$ cat config.mk
export PLATFORM = sky130hd
export DESIGN_NAME = wash_cycle_timer
export DESIGN_NICKNAME = d
export VERILOG_FILES = /design/src/rtl/wash_cycle_timer.sv
export SDC_FILE = /design/constraint.sdc
export NUM_CORES = 1
export LEC_CHECK = 0
export CAP_MARGIN = 20
export CORE_MARGIN = 2
export CORE_UTILIZATION = 55
export DETAILED_ROUTE_END_ITERATION = 8
export PLACE_DENSITY = 0.83
export SLEW_MARGIN = 20
export SYNTH_ARGS = -nofsm -noshare
export SYNTH_HDL_FRONTEND = slang
export SYNTH_SLANG_ARGS = --single-unit
$ cat constraint.sdc
create_clock -name clk -period 6.9 [get_ports clk]
set_input_delay 1.38 -clock clk [delete_from_list [all_inputs] [get_ports clk]]
set_output_delay 1.38 -clock clk [all_outputs]
set_load 0.1 [all_outputs]
$ cat src/rtl/wash_cycle_timer.sv
// -----------------------------------------------------------------------------
// wash_cycle_timer
//
// Phase timer for a washing-machine controller. A phase is loaded with a
// duration in clk cycles and then counted down to zero, at which point a
// one-cycle completion pulse is raised. The countdown can be held (pause),
// cancelled (abort) or restarted (a new load). A direction flag for the drum
// motor inverts every DIR_PERIOD counted cycles of the running phase.
//
// Parameters
//   DIR_PERIOD   counted cycles between motor-direction toggles (>= 1)
//
// Ports
//   clk          rising-edge clock
//   reset_n      asynchronous active-low reset
//   timer_start  load request; loads timer_value and starts a phase
//   timer_value  phase duration in clk cycles (0 is treated as 1)
//   pause        level-sensitive hold; freezes the countdown while high
//   abort        cancels the running phase without signalling completion
//   timer_done   registered one-cycle pulse on phase completion
//   busy         high while a phase is running or held
//   remaining    registered count of cycles left in the current phase
//   dir_toggle   registered motor-direction flag
// -----------------------------------------------------------------------------
module wash_cycle_timer #(
    parameter int unsigned DIR_PERIOD = 1048576
) (
    input  logic        clk,
    input  logic        reset_n,
    input  logic        timer_start,
    input  logic [31:0] timer_value,
    input  logic        pause,
    input  logic        abort,
    output logic        timer_done,
    output logic        busy,
    output logic [31:0] remaining,
    output logic        dir_toggle
);

    typedef enum logic [1:0] {
        IDLE = 2'd0,
        RUN  = 2'd1,
        HOLD = 2'd2
    } state_t;

    // Last direction-counter value before it wraps and flips dir_toggle.
    localparam logic [31:0] DIR_LAST = 32'(DIR_PERIOD - 1);

    state_t      state;
    logic [31:0] dir_cnt;

    // Input priority on every edge: abort, then load, then pause/resume,
    // then countdown. busy is registered alongside state so that it always
    // reflects RUN or HOLD without a decode after the flops.
    always_ff @(posedge clk or negedge reset_n) begin
        // NOTE: every register here is a plain control/status flop, so all of
        // them take the async reset; there is no storage array to leave out.
        if (!reset_n) begin
            state      <= IDLE;
            busy       <= 1'b0;
            remaining  <= '0;
            timer_done <= 1'b0;
            dir_toggle <= 1'b0;
            dir_cnt    <= '0;
        end else begin
            // NOTE: non-blocking assignments throughout, so every test below
            // sees the pre-edge value of remaining/dir_cnt and the later
            // assignment to timer_done overrides this default cleanly.
            timer_done <= 1'b0;

            if (abort) begin
                state      <= IDLE;
                busy       <= 1'b0;
                remaining  <= '0;
                dir_toggle <= 1'b0;
                dir_cnt    <= '0;
            end else if (timer_start) begin
                // A reload discards any phase in flight without a done pulse,
                // including one that would have completed on this edge.
                state      <= RUN;
                busy       <= 1'b1;
                remaining  <= (timer_value == '0) ? 32'd1 : timer_value;
                dir_toggle <= 1'b0;
                dir_cnt    <= '0;
            end else begin
                case (state)
                    IDLE: begin
                        // pause/abort alone do nothing; remaining holds.
                    end
                    RUN: begin
                        if (pause) begin
                            // Entering HOLD costs the edge: no decrement.
                            state <= HOLD;
                        end else if (remaining != '0) begin
                            remaining <= remaining - 32'd1;
                            if (dir_cnt == DIR_LAST) begin
                                dir_cnt    <= '0;
                                dir_toggle <= ~dir_toggle;
                            end else begin
                                dir_cnt <= dir_cnt + 32'd1;
                            end
                            if (remaining == 32'd1) begin
                                timer_done <= 1'b1;
                                state      <= IDLE;
                                busy       <= 1'b0;
                            end
                        end
                    end
                    HOLD: begin
                        // Resuming also costs the edge: no decrement.
                        if (!pause) begin
                            state <= RUN;
                        end
                    end
                    default: begin
                        state <= IDLE;
                        busy  <= 1'b0;
                    end
                endcase
            end
        end
    end

endmodule
==> flow_summary.ini, run 1 <==
[clock_tree]
cts_buffers = 9
postCtsHoldBufs = 0
root_buffer = clkbuf_8
clk_path_buf_depth = 2
clk_pin_slew_worst_paths_ns = 0.07
tritoncts = yes
ctsHtreeMaxLevel = 3
post_cts_buffers = 0
worstSkewPairLatency_ns = 0.34
cts.repair.resized = 0
clock-sinks = 69

[drt]
wl_met2_um = 5393
drt_iter0_drc = 222
viasPerCell = 6.134
firstDrtPassIters = 5
drt-met1-wl_um = 4606
remaining_drc_errors = 0
vias = 3858
routed_wl_um = 10950
top_layer_used = met4
post_drt_wl_per_cell_um = 17.41
antenna_left = 0
wl_met3_um = 717

[power_and_ir_drop]
pwr-share-comb_pct = 26.1
finalPower_w = 0.001047
intPower_w = 0.0006766
switching_share_pct = 35.37
power.net_switching_w = 0.0003704
power_frac_seq_pct = 42.3
leakagePower_nw = 1.894
peakVddDrop_mv = 0.1167
p_clk_share_pct = 31.6
power_density_nw_per_um2 = 202.9

[synthesis]
ys_async_sr_fraction_pct = 100.0
syn_inst = 462
syn_area_per_cell_um2 = 9.097
synth_seq_cells = 69
synth_edf_count = 0
syn_nets = 505
synth_cell_type_count = 61
netlist_area_um2 = 4203
synth-main-ff-cell = dfrtp_1
ys_warn_count = 0
synth_seq_area_share_pct = 41.08

[sta]
tightest_slew_ns = 0.9966
final.setup.tns_ns = 0
hold_viol_final = 0
rsz0062_at_grt = no
maxSlewViolCount = 0
relSlewSlack_pct = 33.35
fin_skew_ns = 0.01001
period_needed_ns = 4.006
fmax_mhz = 249.6
finalCritPeriodShare_pct = 58.06
finalSetupViolations = 0

[global_routing]
grt_antenna_before_repair = 0
grt_overflow_total = 0
grt_first_pass_wirelength_um = 18060
grt_max_degree = 70
grt_pass1_vias = 3799
grtUsageTotal_pct = 26.50

[final_layout]
antenna_cells = 0
regArea_um2 = 1727
final_common_cell = clkdlybuf4s50_1
drive_gt1_share_pct = 8.302
final_cell_mix = 70 x clkdlybuf4s50_1, 69 x dfrtp_1, 62 x nor2_1, 37 x xnor2_1, 33 x nor4_1
nNetsFinal = 568
syn_to_final_growth_pct = 22.77
multi_input_area_um2 = 2317
nFillCells = 571

[die]
dieArea_um2 = 8357
core_um2 = 7331
start_util_pct = 57.33
io_pins = 72
die-width_um = 91.42
die_h_um = 91.42
rows = 31

[worst_setup_path]
criticalPathCategory = input port to register
required_ns = 7.18
startpoint_type = input port
cp.arrival_ns = 4.28
cp_max_fo = 35
r2r.worst_path.cells = 7
crit_path_end_kind = register

[placed_design]
port_buffers = 71
place.gp.congestion = 0.9454
place_hpwl_um = 7622

[outcome]
outcome = complete, no violations

[run]
drv_cap = 0

[worst_hold_path]
hold_class = register to register
hold_depth = 2
[worst paths after layout]
kind,from,endpoint,slack [ns]
hold / removal,dir_cnt[16],dir_cnt[16],0.55
min in group asynchronous,reset_n,remaining[25],1.23
setup / recovery,timer_start,remaining[6],2.89
setup reg to reg,remaining[26],remaining[29],3.98
max in group asynchronous,reset_n,dir_cnt[22],5.09
hold reg to reg,dir_cnt[16],dir_cnt[16],0.55
[cell families (layout without fill, tap and decap cells)]
kind of cell    count (synthesis)  count (layout)  share of synthesized area (%)
compound gates                 82              82                          13.16
xor+xnor                       52              52                          10.84
fa+ha+maj                       6               6                          1.786
buf+inv                        38             106                          3.989
flops                          69              69                          41.08
mux                             1               1                         0.2679
simple gates                  214             214                          28.88
[state kept, by name, summed over array words and instances (netlist names)]
name        cells
remaining      32
timer_done      1
state           2
dir_cnt        32
busy            1
dir_toggle      1
[routing by layer]
metal	up-vias	global-route usage (%)
met5	-	0
met4	0	10.35
met3	27	4.813
met2	174	45.53
met1	1842	32.96
li1	1815	-
[synth_stat cells, types with 3 or more instances]
| cell | instances | share of area, % |
|---|---|---|
| dfrtp_1 | 69 | 41 |
| nor2_1 | 62 | 5.5 |
| xnor2_1 | 37 | 7.7 |
| nor4_1 | 33 | 4.9 |
| nand2_1 | 29 | 2.6 |
| a21oi_1 | 18 | 2.1 |
| clkbuf_1 | 16 | 1.4 |
| xor2_1 | 15 | 3.1 |
| a211oi_1 | 14 | 2.5 |
| inv_1 | 14 | 1.3 |
| nand3_1 | 14 | 1.7 |
| nor3_1 | 14 | 1.7 |
| o21ai_0 | 14 | 1.7 |
| nand4_1 | 8 | 1.2 |
| a22o_1 | 6 | 1.3 |
| ha_1 | 6 | 1.8 |
| o22ai_1 | 6 | 0.89 |
| or3_1 | 6 | 0.89 |
| and3_1 | 5 | 0.74 |
| or4_1 | 5 | 0.89 |
| a31oi_1 | 4 | 0.60 |
| and4_1 | 4 | 0.83 |
| nor3_2 | 4 | 0.95 |
| o211ai_1 | 4 | 0.71 |
| nand2b_1 | 3 | 0.45 |
| nand3b_1 | 3 | 0.54 |
[power groups by stage]
stage,clock network [W],logic [W],registers (W)
2_1_floorplan,0,0.0000916,0.000544
3_3_place_gp,0,0.000269,0.000449
3_5_place_dp,0,0.000271,0.000450
4_1_cts,0.000336,0.000273,0.000442
5_1_grt,0.000355,0.000288,0.000445
6_report,0.000331,0.000273,0.000443
[area by class of cell]
class                           instances  area share, %
Multi-Input combinational cell        355          44.91
Sequential cell                        69          33.46
Timing Repair Buffer                   75          14.26
Clock buffer                           10          2.667
Tap cell                               99          2.401
Clock inverter                          6          1.212
Inverter                               15          1.091
[critical path, cell delays in order]
cell	delay [ns]
clkdlybuf4s50_1	0.93
clkinv_1	1.00
a21oi_1	0.73
a22o_2	0.22
[stage by stage]
step / area, um2 / cells / utilization (%) / worst slack (ns) / hold slack [ns]
floorplan: 4203 / 462 / - / 3.853 / 0.4966
global placement: 4960 / 613 / 67.66 / 2.701 / 0.5200
detailed placement: 4960 / 613 / 67.66 / 2.622 / 0.5341
CTS: 5160 / 629 / 70.39 / 2.932 / 0.5519
global route: 5160 / 629 / 70.39 / 2.623 / 0.5642
finish: 5160 / 629 / 70.39 / 2.894 / 0.5512
No activity file was read; power rests on OpenSTA's default activity.
==> run 2, diff against run 1 <==
--- a/config.mk
+++ b/config.mk
@@ -7,9 +7,9 @@
 export LEC_CHECK = 0
 export CAP_MARGIN = 20
 export CORE_MARGIN = 2
-export CORE_UTILIZATION = 55
+export CORE_UTILIZATION = 54
 export DETAILED_ROUTE_END_ITERATION = 8
-export PLACE_DENSITY = 0.83
+export PLACE_DENSITY = 0.82
 export SLEW_MARGIN = 20
 export SYNTH_ARGS = -nofsm -noshare
 export SYNTH_HDL_FRONTEND = slang
==> constraint.sdc (replaced) <==
create_clock -name clk -period 4.15 [get_ports clk]
set_input_delay 0.83 -clock clk [delete_from_list [all_inputs] [get_ports clk]]
set_output_delay 0.83 -clock clk [all_outputs]
set_load 0.1 [all_outputs]
==> run 2 against run 1 <==
First-iteration DRC count rose by 10%. Critical path depth up 3. Wire length is 0.53% higher. Die area up 1.8%. Total power increased by 60%. Clock skew rose by 0.0024 ns.
==> flow_summary.ini, run 2 (synthesis results as in run 1) <==
[clock_tree]
clk_pin_slew_worst_paths_ns = 0.08
ctsHtreeMaxLevel = 3
clk_path_buf_depth = 2
post_cts_buffers = 0
clock-sinks = 69
cts.repair.resized = 0
postCtsHoldBufs = 0
worstSkewPairLatency_ns = 0.34
root_buffer = clkbuf_8
tritoncts = yes
cts_buffers = 9

[sta]
hold_viol_final = 0
fin_skew_ns = 0.01245
rsz0062_at_grt = no
relSlewSlack_pct = 31.78
period_needed_ns = 3.014
finalSetupViolations = 0
tightest_slew_ns = 1.020
final.setup.tns_ns = 0
finalCritPeriodShare_pct = 72.62
fmax_mhz = 331.8
maxSlewViolCount = 0

[global_routing]
grt_first_pass_wirelength_um = 18430
grt_max_degree = 39
grtUsageTotal_pct = 27.04
grt_antenna_before_repair = 0
grt_overflow_total = 0
grt_pass1_vias = 3920

[final_layout]
drive_gt1_share_pct = 8.255
nNetsFinal = 572
antenna_cells = 0
syn_to_final_growth_pct = 22.60
nFillCells = 598
finish.utilization_pct = 67.38
design_area_um2 = 5152
top_regs = dir_cnt: 32 flops, remaining: 32 flops, state: 2 flops
final_common_cell = clkdlybuf4s50_1
final_cell_mix = 70 x clkdlybuf4s50_1, 69 x dfrtp_1, 62 x nor2_1, 37 x xnor2_1, 33 x nor4_1

[die]
core_um2 = 7647
die-width_um = 92.22
start_util_pct = 54.96
die_h_um = 92.22
rows = 32
io_pins = 72
dieArea_um2 = 8505

[drt]
firstDrtPassIters = 5
post_drt_wl_per_cell_um = 17.34
viasPerCell = 6.186
antenna_left = 0
routed_wl_um = 11010
vias = 3928
drt_iter0_drc = 245
remaining_drc_errors = 0

[outcome]
outcome = complete, no violations

[worst_setup_path]
cp_max_fo = 16
crit_path_end_kind = register
cp.arrival_ns = 3.26
required_ns = 4.39
startpoint_type = register
criticalPathCategory = register to register

[power_and_ir_drop]
power_density_nw_per_um2 = 324.3
peakVddDrop_mv = 0.1632
leakagePower_nw = 1.903
finalPower_w = 0.001671

[placed_design]
port_buffers = 71
place.gp.congestion = 0.9031
place_hpwl_um = 7933
place_area_um2 = 4994

[run]
drv_cap = 0

[worst_hold_path]
hold_class = register to register
[run 2: changes by cell type in the layout (fill, tap and decap cells not counted), sizes merged]
| cell | delta |
|---|---|
| buf | +4 |
| clkbuf | +3 |
| clkinvlp | -3 |
| bufinv | -1 |
[run 2: final timing paths]
check	from	endpoint	slack, ns	depth (start not counted)
worst max-delay path	remaining[26]	remaining[31]	1.14	7
worst min-delay path	dir_toggle	dir_toggle	0.55	2
worst max register to register	remaining[26]	remaining[31]	1.14	7
worst min register to register	dir_toggle	dir_toggle	0.55	2
max in group asynchronous	reset_n	dir_cnt[22]	2.61	2
min in group asynchronous	reset_n	remaining[23]	0.59	1
[run 2: per-stage QoR]
step / hold slack (ns) / setup slack, ns / std cells
6_report: 0.5487 / 1.136 / 635
5_1_grt: 0.5918 / 0.9098 / 635
4_1_cts: 0.5497 / 1.156 / 635
3_5_place_dp: 0.5349 / 1.025 / 620
3_3_place_gp: 0.5161 / 1.130 / 620
2_1_floorplan: 0.4966 / 1.299 / 462
[run 2: power breakdown]
group	internal, W	switching, W	leakage [nW]	total (W)
logic	0.000140	0.000317	0.885	0.000457
clock network	0.000229	0.000249	0.0833	0.000478
registers	0.000696	0.0000403	0.934	0.000736
total	0.00107	0.000605	1.90	0.00167
[run 2: cell type report]
| type | instances | area, um2 | area share, % |
|---|---|---|---|
| clock buffers | 13 | 148.9 | 2.890 |
| repair buffers | 79 | 765.7 | 14.86 |
| clock inverters | 2 | 10.01 | 0.1943 |
| flip-flops and latches | 69 | 1727 | 33.51 |
| multi-input cells | 355 | 2317 | 44.97 |
| inverters | 15 | 56.30 | 1.093 |
| well taps | 102 | 127.6 | 2.477 |
[run 2: metal layers]
layer	global-route usage [%]	wire, um
met1	34.31	4602
met2	46.81	5387
met3	4.848	803
met4	8.831	215
met5	0	0
[run 2: worst max-delay path: stages (launching register included)]
cell and delay, ns:
dfrtp_1 0.47, nor4_1 0.55, nand4_1 0.35, o31ai_4 0.77, buf_4 0.35, nor3_2 0.08
xnor2_1 0.12, a211oi_1 0.24
